### config.mk
export PLATFORM = sky130hd
export DESIGN_NAME = pipeline_hazard_ctrl
export DESIGN_NICKNAME = d
export VERILOG_FILES = /design/src/rtl/pipeline_hazard_ctrl.sv
export SDC_FILE = /design/constraint.sdc
export NUM_CORES = 1
export LEC_CHECK = 0
export ABC_AREA = 1
export CORE_UTILIZATION = 45
export CTS_CLUSTER_SIZE = 24
export DETAILED_ROUTE_END_ITERATION = 10
export PLACE_DENSITY = 0.8
export SLEW_MARGIN = 20
export SYNTH_ARGS = -nofsm -noshare
export SYNTH_HDL_FRONTEND = slang
export SYNTH_SLANG_ARGS = --single-unit
### constraint.sdc
create_clock -name CLK -period 1.8 [get_ports CLK]
set_input_delay 0.36 -clock CLK [delete_from_list [all_inputs] [get_ports CLK]]
set_output_delay 0.36 -clock CLK [all_outputs]
set_load 0.005 [all_outputs]
### src/rtl/pipeline_hazard_ctrl.sv
// Hazard sequencer for the 5-stage pipeline: drives every latch enable/flush and the PC enable,
// tracks a stale fetch after a taken redirect, and counts stall cycles.
module pipeline_hazard_ctrl #(
  parameter int CNT_W = 16
) (
  input  logic             CLK,
  input  logic             nRST,
  input  logic             ihit,
  input  logic             dhit,
  input  logic             mem_req,
  input  logic             ex_memread,
  input  logic [4:0]       ex_rt,
  input  logic [4:0]       id_rs,
  input  logic [4:0]       id_rt,
  input  logic             id_uses_rt,
  input  logic             br_taken_mem,
  input  logic             halt_wb,
  output logic             pc_en,
  output logic             ifid_en,
  output logic             ifid_flush,
  output logic             idex_en,
  output logic             idex_flush,
  output logic             exmem_en,
  output logic             exmem_flush,
  output logic             memwb_en,
  output logic             halted,
  output logic [CNT_W-1:0] stall_cycles
);
  localparam logic [0:0] RUN  = 1'b0;
  localparam logic [0:0] HALT = 1'b1;

  logic [0:0] state, state_n;
  logic       redir_pend, redir_n;
  logic       dwait, lu;

  assign dwait = mem_req & ~dhit;
  assign lu    = ex_memread && (ex_rt != 5'd0) &&
                 ((ex_rt == id_rs) || (id_uses_rt && (ex_rt == id_rt)));

  always_comb begin
    pc_en       = 1'b0;
    ifid_en     = 1'b0;
    ifid_flush  = 1'b0;
    idex_en     = 1'b0;
    idex_flush  = 1'b0;
    exmem_en    = 1'b0;
    exmem_flush = 1'b0;
    memwb_en    = 1'b0;
    state_n     = state;
    redir_n     = redir_pend;
    if (state == HALT) begin
      state_n = HALT;
    end else if (halt_wb) begin
      state_n = HALT;
    end else if (dwait) begin
      state_n = RUN;
    end else if (br_taken_mem) begin
      pc_en       = 1'b1;
      ifid_en     = 1'b1;
      idex_en     = 1'b1;
      exmem_en    = 1'b1;
      memwb_en    = 1'b1;
      ifid_flush  = 1'b1;
      idex_flush  = 1'b1;
      exmem_flush = 1'b1;
      // a fetch still outstanding belongs to the wrong path; remember to drop its word
      redir_n     = ~ihit;
    end else if (lu) begin
      idex_en    = 1'b1;
      idex_flush = 1'b1;
      exmem_en   = 1'b1;
      memwb_en   = 1'b1;
    end else if (!ihit) begin
      ifid_en    = 1'b1;
      ifid_flush = 1'b1;
      idex_en    = 1'b1;
      exmem_en   = 1'b1;
      memwb_en   = 1'b1;
    end else begin
      pc_en    = 1'b1;
      ifid_en  = 1'b1;
      idex_en  = 1'b1;
      exmem_en = 1'b1;
      memwb_en = 1'b1;
      if (redir_pend) begin
        ifid_flush = 1'b1;
        redir_n    = 1'b0;
      end
    end
  end

  assign halted = (state == HALT);

  always_ff @(posedge CLK or negedge nRST) begin
    if (!nRST) begin
      state      <= RUN;
      redir_pend <= 1'b0;
    end else begin
      state      <= state_n;
      redir_pend <= redir_n;
    end
  end

  always_ff @(posedge CLK or negedge nRST) begin
    if (!nRST)
      stall_cycles <= '0;
    else if ((state == RUN) && !pc_en && !halt_wb && (stall_cycles != {CNT_W{1'b1}}))
      stall_cycles <= stall_cycles + {{(CNT_W-1){1'b0}}, 1'b1};
  end
endmodule

==> impl_metrics.env <==
export IMPL_grt_max_degree=19
export IMPL_leakagePower_nw=1.18
export IMPL_syn_to_final_growth_pct=57.7
export IMPL_cp_end_kind="primary output"
export IMPL_placementRows=19
export IMPL_finalWeightedCongestion=0.773
export IMPL_cts_inserted_buffers=3
export IMPL_wire_per_inst_microns=12.1
export IMPL_numPortBuffers=48
export IMPL_dpl_instance_area_sq_um=2020
export IMPL_required_ns=1.44
export IMPL_antenna_cells=0
export IMPL_finClkSkew_ns=0.00163
export IMPL_initialDrtViolationCount=85
export IMPL_cts_sinks=18
export IMPL_syn_area_sq_um=1370
export IMPL_fin_tns_setup_ns=0
export IMPL_grt_use_met3_pct=3.63
export IMPL_drtAntennaViolNets=0
export IMPL_postLayoutCellArea_sq_um=2160
export IMPL_rr_worst_depth=12
export IMPL_clockBufferDepth=2
export IMPL_syn_nets=235
export IMPL_root_buffer="clkbuf_4"
export IMPL_antenna_found_initial=0
export IMPL_final_common_cell="nand2_1"
export IMPL_max_cap_violations=0
export IMPL_regArea_sq_um=450
export IMPL_cp_common_cell="buf_4"
export IMPL_fmax_ghz=0.572
export IMPL_via_per_inst=4.91
export IMPL_violations="design-rule violations"
export IMPL_synth_cell_type_count=22
export IMPL_post_synth_inst_count=210
export IMPL_place_hpwl_microns=2610
export IMPL_setup_viol=0
export IMPL_critPathArrivalTime_ns=1.39
export IMPL_dr_pass1_iters=7
export IMPL_top_usage_layer="met2"
export IMPL_coreArea_sq_um=2830
export IMPL_hold_violations=0
export IMPL_start_util_pct=48.5
export IMPL_track_usage_pct=23.8
export IMPL_drc=6
export IMPL_multiInputGateArea_sq_um=833
export IMPL_met2_usage_pct=42.0
export IMPL_post_route_util_pct=76.4
export IMPL_dieWidth_microns=57.2
export IMPL_h_tree_depth=1
export IMPL_fin_crit_sh_pct=97.2
export IMPL_worstSetupPathType="reg -> out"
export IMPL_grtUsageMet1_pct=29.9
export IMPL_worstSetupStartpointType="register"
export IMPL_cp_max_fo=2
export IMPL_die_height_microns=57.2
export IMPL_crit_path_cell_trace="buf_4, buf_4, clkdlybuf4s50_1"
export IMPL_most_common_layout_cells="nand2_1 (71), nand3_1 (25), buf_4 (24)"
export IMPL_clk_latency_ns=0.30
export IMPL_final_layout_size_suffix_gt1_share_pct=28.9
export IMPL_grt_pass1_vias=1442
export IMPL_hold_buffers=0
export IMPL_die_area_sq_um=3270
export IMPL_rr_endpoint="stall_cycles[7]$_DFFE_PN0P_"
export IMPL_fin_nets=314
export IMPL_vias=1562
export IMPL_r2r_start="halted$_DFF_PN0_"
export IMPL_cp_slowest_cell="clkdlybuf4s50_1"
export IMPL_synth_seq_cells=18
export IMPL_ir_drop_mv=0.401
export IMPL_tightestPinTransition_ns=0.294
export IMPL_reg2reg_slack_ns=0.07
export IMPL_hold_class="in -> async"
export IMPL_grt_pass1_wl_microns=6090
export IMPL_synth_seq_area_share_pct=32.8
export IMPL_final_fill_count=227
export IMPL_status="complete, but fails checks"
export IMPL_cts_clk_slew_worst_paths_ns=0.10
export IMPL_ios=49
export IMPL_cts_tree="yes"
export IMPL_cpPeakStageDelay_ns=0.43
export IMPL_drv_slew=0
export IMPL_power_density_nw_per_um2=364
export IMPL_syn_avg_cell_area_sq_um=6.53
export IMPL_routed_wl_microns=3860
export IMPL_ys_warn_count=0
export IMPL_finalCriticalPeriod_ns=1.75
export IMPL_relSlewSlack_pct=80.4
export IMPL_grt_ovfl_total=0
cell type report:
class                           instances  share of cell area, %
Tap cell                               31                   1.79
Multi-Input combinational cell        153                   38.5
Clock buffer                            3                   1.04
Timing Repair Buffer                   79                   31.9
Sequential cell                        18                   20.8
Inverter                               34                   5.90
critical path: cells and delay by family, from the launching register on:
| family | cells | cell delay, ns |
|---|---|---|
| buffers and inverters | 3 | 0.69 |
| flip-flops | 1 | 0.40 |
flip-flops by register name, summed over array words and instances (netlist names):
| signal | flops |
|---|---|
| stall_cycles | 16 |
| halted | 1 |
| redir_pend | 1 |
kinds of logic after synthesis:
| family | synth area share (%) |
|---|---|
| buffers and inverters | 12.0 |
| and+or+nand+nor | 42.4 |
| adders and majority gates | 0.912 |
| xor gates and xnor gates | 9.58 |
| AOI/OAI and AO/OA | 2.28 |
| DFF | 32.8 |
Yosys cell counts, drive strengths merged:
library cell  count  area [sq um]
xnor2             5          43.8
o21ai             2          13.8
xor2             10          87.6
nor3              6          40.0
dfrtp            18           450
a21oi             1          5.00
nor2             21          81.3
buf               5          36.3
ha                1          12.5
nand4             3          18.8
a211oi            1          12.5
nand2            75           297
inv              34           128
nand3            28           145
power breakdown:
group          internal, mW  switching (mW)  total, mW
clock                0.0782           0.124      0.202
combinational        0.0868          0.0849      0.172
sequential            0.408         0.00492      0.413
metal layers:
metal | share of wire, % | wire length (microns) | up-vias
li1 | - | - | 798
met1 | 42 | 1630 | 715
met2 | 50 | 1930 | 42
met3 | 5.9 | 227 | 7
met4 | 1.8 | 71 | 0
met5 | 0 | 0 | -
stage by stage:
stage,instances,power [mW],setup slack (ns),hold WS [ns]
2_1_floorplan,210,0.476,0.186,0.0644
3_3_place_gp,300,0.576,-0.591,0.476
3_5_place_dp,300,0.578,-0.596,0.497
5_1_grt,318,0.823,-0.0376,0.391
6_report,318,0.787,0.0502,0.379
4_1_cts,314,0.776,0.00665,0.387
worst max path at each step:
stage                                      from                     endpoint  slack [ns]  cells past startpoint
floorplan           stall_cycles[0]$_DFFE_PN0P_  stall_cycles[5]$_DFFE_PN0P_        0.19                      9
global placement                       ex_rt[4]                   idex_flush       -0.59                     10
detailed placement                     ex_rt[0]                   idex_flush       -0.60                     10
CTS                                    ex_rt[0]                        pc_en       0.007                     12
global route                   halted$_DFF_PN0_                   ifid_flush       -0.04                      7
finish                         halted$_DFF_PN0_                       halted        0.05                      3
what timing repair did:
item,in CTS,in global routing
endpoints found under the setup margin,8,8
pin swaps,15,18
setup buffers,11,3
cloned,0,1
gates resized for setup,66,34
endpoints found under the hold margin,0,0
Note: power is estimated with default switching activity, not from simulation.
